File: src/rtl/display_frame_scheduler.sv
// display_frame_scheduler: triple-buffer frame scheduler issuing one whole-frame DMA read per display vsync.
module display_frame_scheduler #(
  parameter logic [31:0] BASE_ADDR   = 32'h0100_0000,
  parameter logic [31:0] BUF_STRIDE  = 32'h0020_0000,
  parameter logic [31:0] FRAME_BYTES = 32'd1228800
) (
  input  logic        lvds_slowclk,
  input  logic        rst_n,
  input  logic        enable,
  input  logic        display_vsync,
  input  logic        wr_frame_done,
  output logic [1:0]  wr_buf_idx,
  output logic [1:0]  rd_buf_idx,
  output logic        dma_cmd_valid,
  input  logic        dma_cmd_ready,
  output logic [31:0] dma_cmd_addr,
  output logic [31:0] dma_cmd_len,
  input  logic        dma_done,
  output logic [31:0] frames_shown,
  output logic [31:0] frames_repeated,
  output logic [31:0] late_count,
  output logic        dma_late
);
  typedef enum logic [1:0] {IDLE, WAIT_VS, ISSUE, BUSY} state_t;
  state_t state, state_nxt;
  logic vs_q, vs_fall, dispatch, late, rd_swap;
  logic [1:0] lat, next_rd;
  logic fresh, latest_valid;
  assign vs_fall = vs_q & ~display_vsync;
  assign rd_swap = dispatch & fresh;
  assign next_rd = rd_swap ? lat : rd_buf_idx;
  assign dma_cmd_valid = (state == ISSUE);
  always_comb begin
    state_nxt = state;
    dispatch  = 1'b0;
    late      = 1'b0;
    case (state)
      IDLE:    state_nxt = enable ? WAIT_VS : IDLE;
      WAIT_VS: begin
        dispatch  = enable & vs_fall & latest_valid;
        state_nxt = !enable ? IDLE : dispatch ? ISSUE : WAIT_VS;
      end
      ISSUE: begin
        late      = vs_fall;
        state_nxt = dma_cmd_ready ? BUSY : ISSUE;
      end
      BUSY: begin
        late      = vs_fall;
        state_nxt = !dma_done ? BUSY : enable ? WAIT_VS : IDLE;
      end
      default: state_nxt = IDLE;
    endcase
  end
  always_ff @(posedge lvds_slowclk or negedge rst_n) begin
    if (!rst_n) begin
      state           <= IDLE;
      vs_q            <= 1'b1;
      rd_buf_idx      <= 2'd0;
      wr_buf_idx      <= 2'd1;
      lat             <= 2'd2;
      fresh           <= 1'b0;
      latest_valid    <= 1'b0;
      dma_cmd_addr    <= '0;
      dma_cmd_len     <= '0;
      frames_shown    <= '0;
      frames_repeated <= '0;
      late_count      <= '0;
      dma_late        <= 1'b0;
    end else begin
      state <= state_nxt;
      vs_q  <= display_vsync;
      // Both swaps in one cycle rotate all three indices using the old values.
      if (wr_frame_done && rd_swap) begin
        rd_buf_idx <= lat;
        lat        <= wr_buf_idx;
        wr_buf_idx <= rd_buf_idx;
        fresh      <= 1'b1;
      end else if (wr_frame_done) begin
        lat        <= wr_buf_idx;
        wr_buf_idx <= lat;
        fresh      <= 1'b1;
      end else if (rd_swap) begin
        rd_buf_idx <= lat;
        lat        <= rd_buf_idx;
        fresh      <= 1'b0;
      end
      if (wr_frame_done) latest_valid <= 1'b1;
      if (dispatch) begin
        dma_cmd_addr <= BASE_ADDR + {30'd0, next_rd} * BUF_STRIDE;
        dma_cmd_len  <= FRAME_BYTES;
      end
      if (dispatch && !fresh) frames_repeated <= frames_repeated + 32'd1;
      if (state == BUSY && dma_done) frames_shown <= frames_shown + 32'd1;
      if (late) begin
        late_count <= late_count + 32'd1;
        dma_late   <= 1'b1;
      end
    end
  end
endmodule
File: config.mk
export PLATFORM = sky130hd
export DESIGN_NAME = display_frame_scheduler
export DESIGN_NICKNAME = d
export VERILOG_FILES = /design/src/rtl/display_frame_scheduler.sv
export SDC_FILE = /design/constraint.sdc
export NUM_CORES = 1
export LEC_CHECK = 0
export ABC_AREA = 1
export CELL_PAD_IN_SITES_DETAIL_PLACEMENT = 0
export CELL_PAD_IN_SITES_GLOBAL_PLACEMENT = 1
export CORE_UTILIZATION = 25
export DETAILED_ROUTE_END_ITERATION = 7
export PLACE_DENSITY_LB_ADDON = 0.2
export SYNTH_ARGS = -nofsm -noshare
export SYNTH_HDL_FRONTEND = slang
export SYNTH_SLANG_ARGS = --single-unit
export TNS_END_PERCENT = 5
File: constraint.sdc
create_clock -name lvds_slowclk -period 1.4 [get_ports lvds_slowclk]
set_input_delay 0.35 -clock lvds_slowclk [delete_from_list [all_inputs] [get_ports lvds_slowclk]]
set_output_delay 0.35 -clock lvds_slowclk [all_outputs]
set_load 0.02 [all_outputs]
==> results.md <==
Status:
- The flow ran to the end, but the final reports show violations.
- The final reports fail on negative setup slack.

Worst setup path:
- The startpoint kind of the worst setup timing path is a flop.
- The reg-to-reg endpoint is frames_repeated[30].
- In this run the worst path has a maximum fanout of 6.
- The family of cells with the greatest summed delay on the critical path is simple AND/OR/NAND/NOR gates.
- The flop-to-flop setup slack is -90 ps.
- STA puts the critical path data required time at between 1500 and 2000 ps.
- The number of cells traversed by the worst register-to-register path is 8.
- The slowest stage of the critical path is the sky130_fd_sc_hd__dfstp_2 cell.
- The kind of capture point of the worst setup path is a flop.
- The largest single stage delay on the critical path is 560 ps.
- The arrival time of data at the critical path endpoint is 1750 ps.
- The cell that appears most often on the critical path is sky130_fd_sc_hd__nor2_4.
- The signal on the critical path passes through nand2_2 -> nor2_4 -> nand3_4 -> buf_6 -> nor2_4 -> nand4_1 -> nand2_1 -> inv_1.
- In this run the critical register-to-register path is launched from vs_q.
- The kind of critical path is reg2reg.
- The number of buffers and inverters on the critical path is 2.

Die:
- The placeable core region is 0.0245 mm2.
- The die covers approximately 0.026 mm2.
- The x dimension of the die is 160 um.
- After floorplanning, the core was divided into 57 placement rows.
- In this run the vertical extent of the chip is ~160 um.
- The I/O pin count is 173.
- Once the floorplan was initialized, standard cells occupied 25.6% of the core.

Pwr:
- The static leakage is approximately 4.5 nW.
- The total internal power is between 5 and 6 mW.
- The relative contribution of the clock network to total power is roughly 30%.
- Net switching is 31.6% of the power.
- Combinational logic is responsible for 25.8% of the overall power.
- For this design the total switching power over the nets is 2.74 mW.
- Registers are responsible for 44.0% of the overall power.
- VDD sags by at most 0.000563 V.
- The ratio of total power to cell area is about 970 mW/mm2.

Timing:
- The achievable frequency is 670 MHz.
- The number of slew-limit violations in the final report was 0.
- The final clock period utilization by the worst path is 107%.
- The final critical-path setup slack is -93.6 ps.
- The count of endpoints failing hold in the final timing report is 0.
- The setup-violating endpoint count in the final report is 52.
- Clock skew on the completed layout was measured at 10.9 ps.
- The worst hold-check slack is between 200 and 300 ps.
- The routed design could run at a clock period as short as 1490 ps.
- Setup repair after global routing could not meet its margin everywhere.

Clock network:
- The number of levels in the clock H-tree is 3.
- In this run the clock root is driven by a sky130_fd_sc_hd__clkbuf_16.
- The clock transition at the registers of the reported paths is 70 ps.
- The CTS buffer count is 9.
- The maximum buffer depth of the clock tree is 2.
- Counting every sink on the clock net gives 111.
- TritonCTS built the clock tree.
- Clock latency on the worst-skew pair, taken at its later pin, is around 360 ps.

Synth:
- Synthesis produced around 770 cells.
- The commonest cells after synthesis are sky130_fd_sc_hd__nand2_1, sky130_fd_sc_hd__dfrtp_1, sky130_fd_sc_hd__inv_1.
- In the post-synthesis netlist, the cell with the most instances is sky130_fd_sc_hd__nand2_1.
- A synthesized cell averages 8.18 um2.
- The most used flip-flop cell after synthesis is sky130_fd_sc_hd__dfrtp_1.
- The fraction of post-synthesis cell area in the top cell type by area is about 43%.
- In this run, synthesis produced a sequential element count of 111.
- The cell area after technology mapping is 0.00627 mm2.
- Of all flip-flops after synthesis, the portion carrying an async set or reset was 100%.
- In this run, distinct cell masters in the synthesized netlist total 34.
- Yosys printed 0 warnings.
- sky130_fd_sc_hd__dfrtp_1 takes more of the synthesized area than any other cell.
- In the post-synthesis netlist, the biggest area contributors are sky130_fd_sc_hd__dfrtp_1, sky130_fd_sc_hd__nand2_1, sky130_fd_sc_hd__buf_4.
- Sequential cells were found to cover approximately 44% of the synthesized design area.
- The number of enable flip-flop cells after synthesis is 0.

Global routing:
- The via count of the first global-routing pass is 5,272.
- The remaining global-route overflow is 0.
- The largest net degree at the start of global routing is 26.
- The first global-routing pass estimated 27,600 um of wire.
- The global-route total usage across every layer is 13.6%.
- The initial antenna violation count is 0.

Cells and area:
- Of the cells placed in the final design, the portion with a size suffix greater than 1 is 35.9%.
- The net count reported at finish is 1,047.
- Compared with the post-synthesis result, the final layout area differs by 42.5%.
- The number of antenna diodes in the final layout is 0.
- After routing the design area is 0.00894 mm2.
- The area of the multi-input gates is between 0.003 and 0.004 mm2.
- The sequential cells in the finished layout cover a total of 0.00280 mm2.
- The layout filler cell count is ~2,600.

Placed design:
- At the end of routability-driven placement, the weighted congestion stood at 0.784.
- The number of input and output port buffers inserted is 115.
- The placed instance area is ~0.0088 mm2.
- Once detailed placement completed, the half-perimeter wirelength came to between 10,000 and 15,000 um.

Detailed routing:
- The number of vias per cell after detailed routing is 4.00.
- The count of unresolved DRC violations after routing is 0.
- The detailed-routed wire length on met3 is 756 um.
- After detailed routing, the average wire length per cell comes to 12.4 um.
- The met2 wire length is 7620 um.
- The routed layout has 5,464 vias.
- The wire length reported by the detailed router is between 15,000 and 20,000 um.
- The detail route stage leaves a number of antenna-violating nets equal to 0.
- Before antenna repair, the detailed router went through 4 iterations.
- The top layer used by detailed routing is met4.
- The detailed-routing wirelength on met1 is ~8300 um.
- The initial DRC count is 233.

Min path:
- The tightest min-delay check is of the in2reg type.
- The number of cells traversed by the worst hold path is 1.
- The endpoint of the worst hold path is vs_q.
- The worst hold path begins at display_vsync.

Run:
- Across the run, the number of max-cap violations was 0.
-- worst max-delay path by stage --
| stage | start | endpoint | cells after the start |
|---|---|---|---|
| floorplan | frames_shown[1] | frames_shown[24] | 8 |
| global placement | display_vsync | late_count[21] | 9 |
| detailed placement | display_vsync | late_count[21] | 9 |
| CTS | vs_q | frames_repeated[20] | 7 |
| global route | vs_q | frames_repeated[30] | 9 |
| finish | vs_q | frames_repeated[30] | 8 |
-- placed cells by master, fill, tap and decap left out, types with 2 or more instances in the layout --
| master | instances |
|---|---|
| sky130_fd_sc_hd__buf_2 | 74 |
| sky130_fd_sc_hd__clkdlybuf4s50_1 | 3 |
| sky130_fd_sc_hd__nand3b_1 | 8 |
| sky130_fd_sc_hd__xnor2_1 | 37 |
| sky130_fd_sc_hd__xor2_1 | 27 |
| sky130_fd_sc_hd__buf_4 | 137 |
| sky130_fd_sc_hd__nor3_1 | 9 |
| sky130_fd_sc_hd__dfrtp_2 | 11 |
| sky130_fd_sc_hd__nand2_4 | 6 |
| sky130_fd_sc_hd__ha_4 | 2 |
| sky130_fd_sc_hd__buf_6 | 14 |
| sky130_fd_sc_hd__nand2_1 | 192 |
| sky130_fd_sc_hd__o21ai_1 | 5 |
| sky130_fd_sc_hd__dlygate4sd2_1 | 2 |
| sky130_fd_sc_hd__inv_1 | 80 |
| sky130_fd_sc_hd__nor2_2 | 24 |
| sky130_fd_sc_hd__o21a_1 | 2 |
| sky130_fd_sc_hd__or2_2 | 3 |
| sky130_fd_sc_hd__dfstp_2 | 3 |
| sky130_fd_sc_hd__clkbuf_16 | 9 |
| sky130_fd_sc_hd__o21ai_0 | 3 |
| sky130_fd_sc_hd__nand4_1 | 28 |
| sky130_fd_sc_hd__clkdlybuf4s15_2 | 17 |
| sky130_fd_sc_hd__nand3_2 | 5 |
| sky130_fd_sc_hd__nand3_1 | 52 |
| sky130_fd_sc_hd__nor2_1 | 52 |
| sky130_fd_sc_hd__conb_1 | 57 |
| sky130_fd_sc_hd__inv_2 | 5 |
| sky130_fd_sc_hd__o211ai_1 | 3 |
| sky130_fd_sc_hd__clkbuf_1 | 3 |
| sky130_fd_sc_hd__nand3_4 | 3 |
| sky130_fd_sc_hd__nand2_2 | 13 |
| sky130_fd_sc_hd__dfrtp_1 | 97 |
| sky130_fd_sc_hd__nor2_4 | 21 |
| sky130_fd_sc_hd__clkinvlp_4 | 3 |
| sky130_fd_sc_hd__nor3_2 | 3 |
| sky130_fd_sc_hd__buf_12 | 7 |
| sky130_fd_sc_hd__clkbuf_2 | 10 |
-- power groups by stage --
| stage | registers (mW) | logic (mW) | clock network (mW) |
|---|---|---|---|
| finish | 3.81 | 2.24 | 2.62 |
| global route | 3.87 | 2.44 | 2.87 |
| CTS | 3.79 | 2.22 | 2.77 |
| detailed placement | 3.84 | 2.25 | 0 |
| global placement | 3.84 | 2.26 | 0 |
| floorplan | 4.14 | 0.846 | 0 |
-- per-layer routing --
metal / GRT usage [%] / up-vias
li1: - / 2830
met1: 18.9 / 2509
met2: 21.2 / 113
met3: 2.89 / 12
met4: 3.68 / 0
met5: 0 / -
-- repair_timing --
item                       CTS  global route
setup endpoints to repair  190           118
hold buffers                 1             0
hold endpoints to repair    13             0
pin swaps                   22            18
buffers inserted             5             0
resized for setup          433            58
-- area by class of cell --
class                      instances  share of cell area [%]
clock buffer                      12                    2.65
clock inverter                     4                   0.560
inverter                          87                    3.75
multi-input combinational        562                    34.8
sequential                       111                    31.3
tap                              324                    4.53
timing repair buffer             266                    22.4
-- flip-flops by register name, summed over array words and instances (netlist names) --
signal and cells:
dma_cmd_addr 3, rd_buf_idx 2, vs_q 1, fresh 1, state 2, lat 2
latest_valid 1, frames_shown 32, frames_repeated 32, dma_late 1, late_count 32, wr_buf_idx 2
-- cells by family (layout without fill, tap and decap cells) --
kind of cell,count (synthesis),after routing,share of synthesized area (%)
flip-flops,111,111,44.3
other,1,57,0.0598
buffers and inverters,150,369,12.8
XOR/XNOR,64,64,8.94
AND/OR/NAND/NOR,422,422,31.7
AO/OA/AOI/OAI,16,16,1.58
adder cells (fa/ha/maj),3,3,0.598
-- per-stage QoR --
stage / instances / util [%] / setup slack (ps) / setup TNS, ps / power [mW]
final: 1366 / 36.5 / -93.6 / -2150 / 8.67
after global routing: 1366 / 36.5 / -213 / -9160 / 9.18
after detailed placement: 1344 / 35.8 / -613 / -45140 / 6.09
after floorplan: 823 / - / -55.8 / -420 / 4.98
after global placement: 1344 / 35.8 / -617 / -44470 / 6.11
after CTS: 1366 / 36.7 / -127 / -5390 / 8.78
Power figures use the tool's default switching activity.
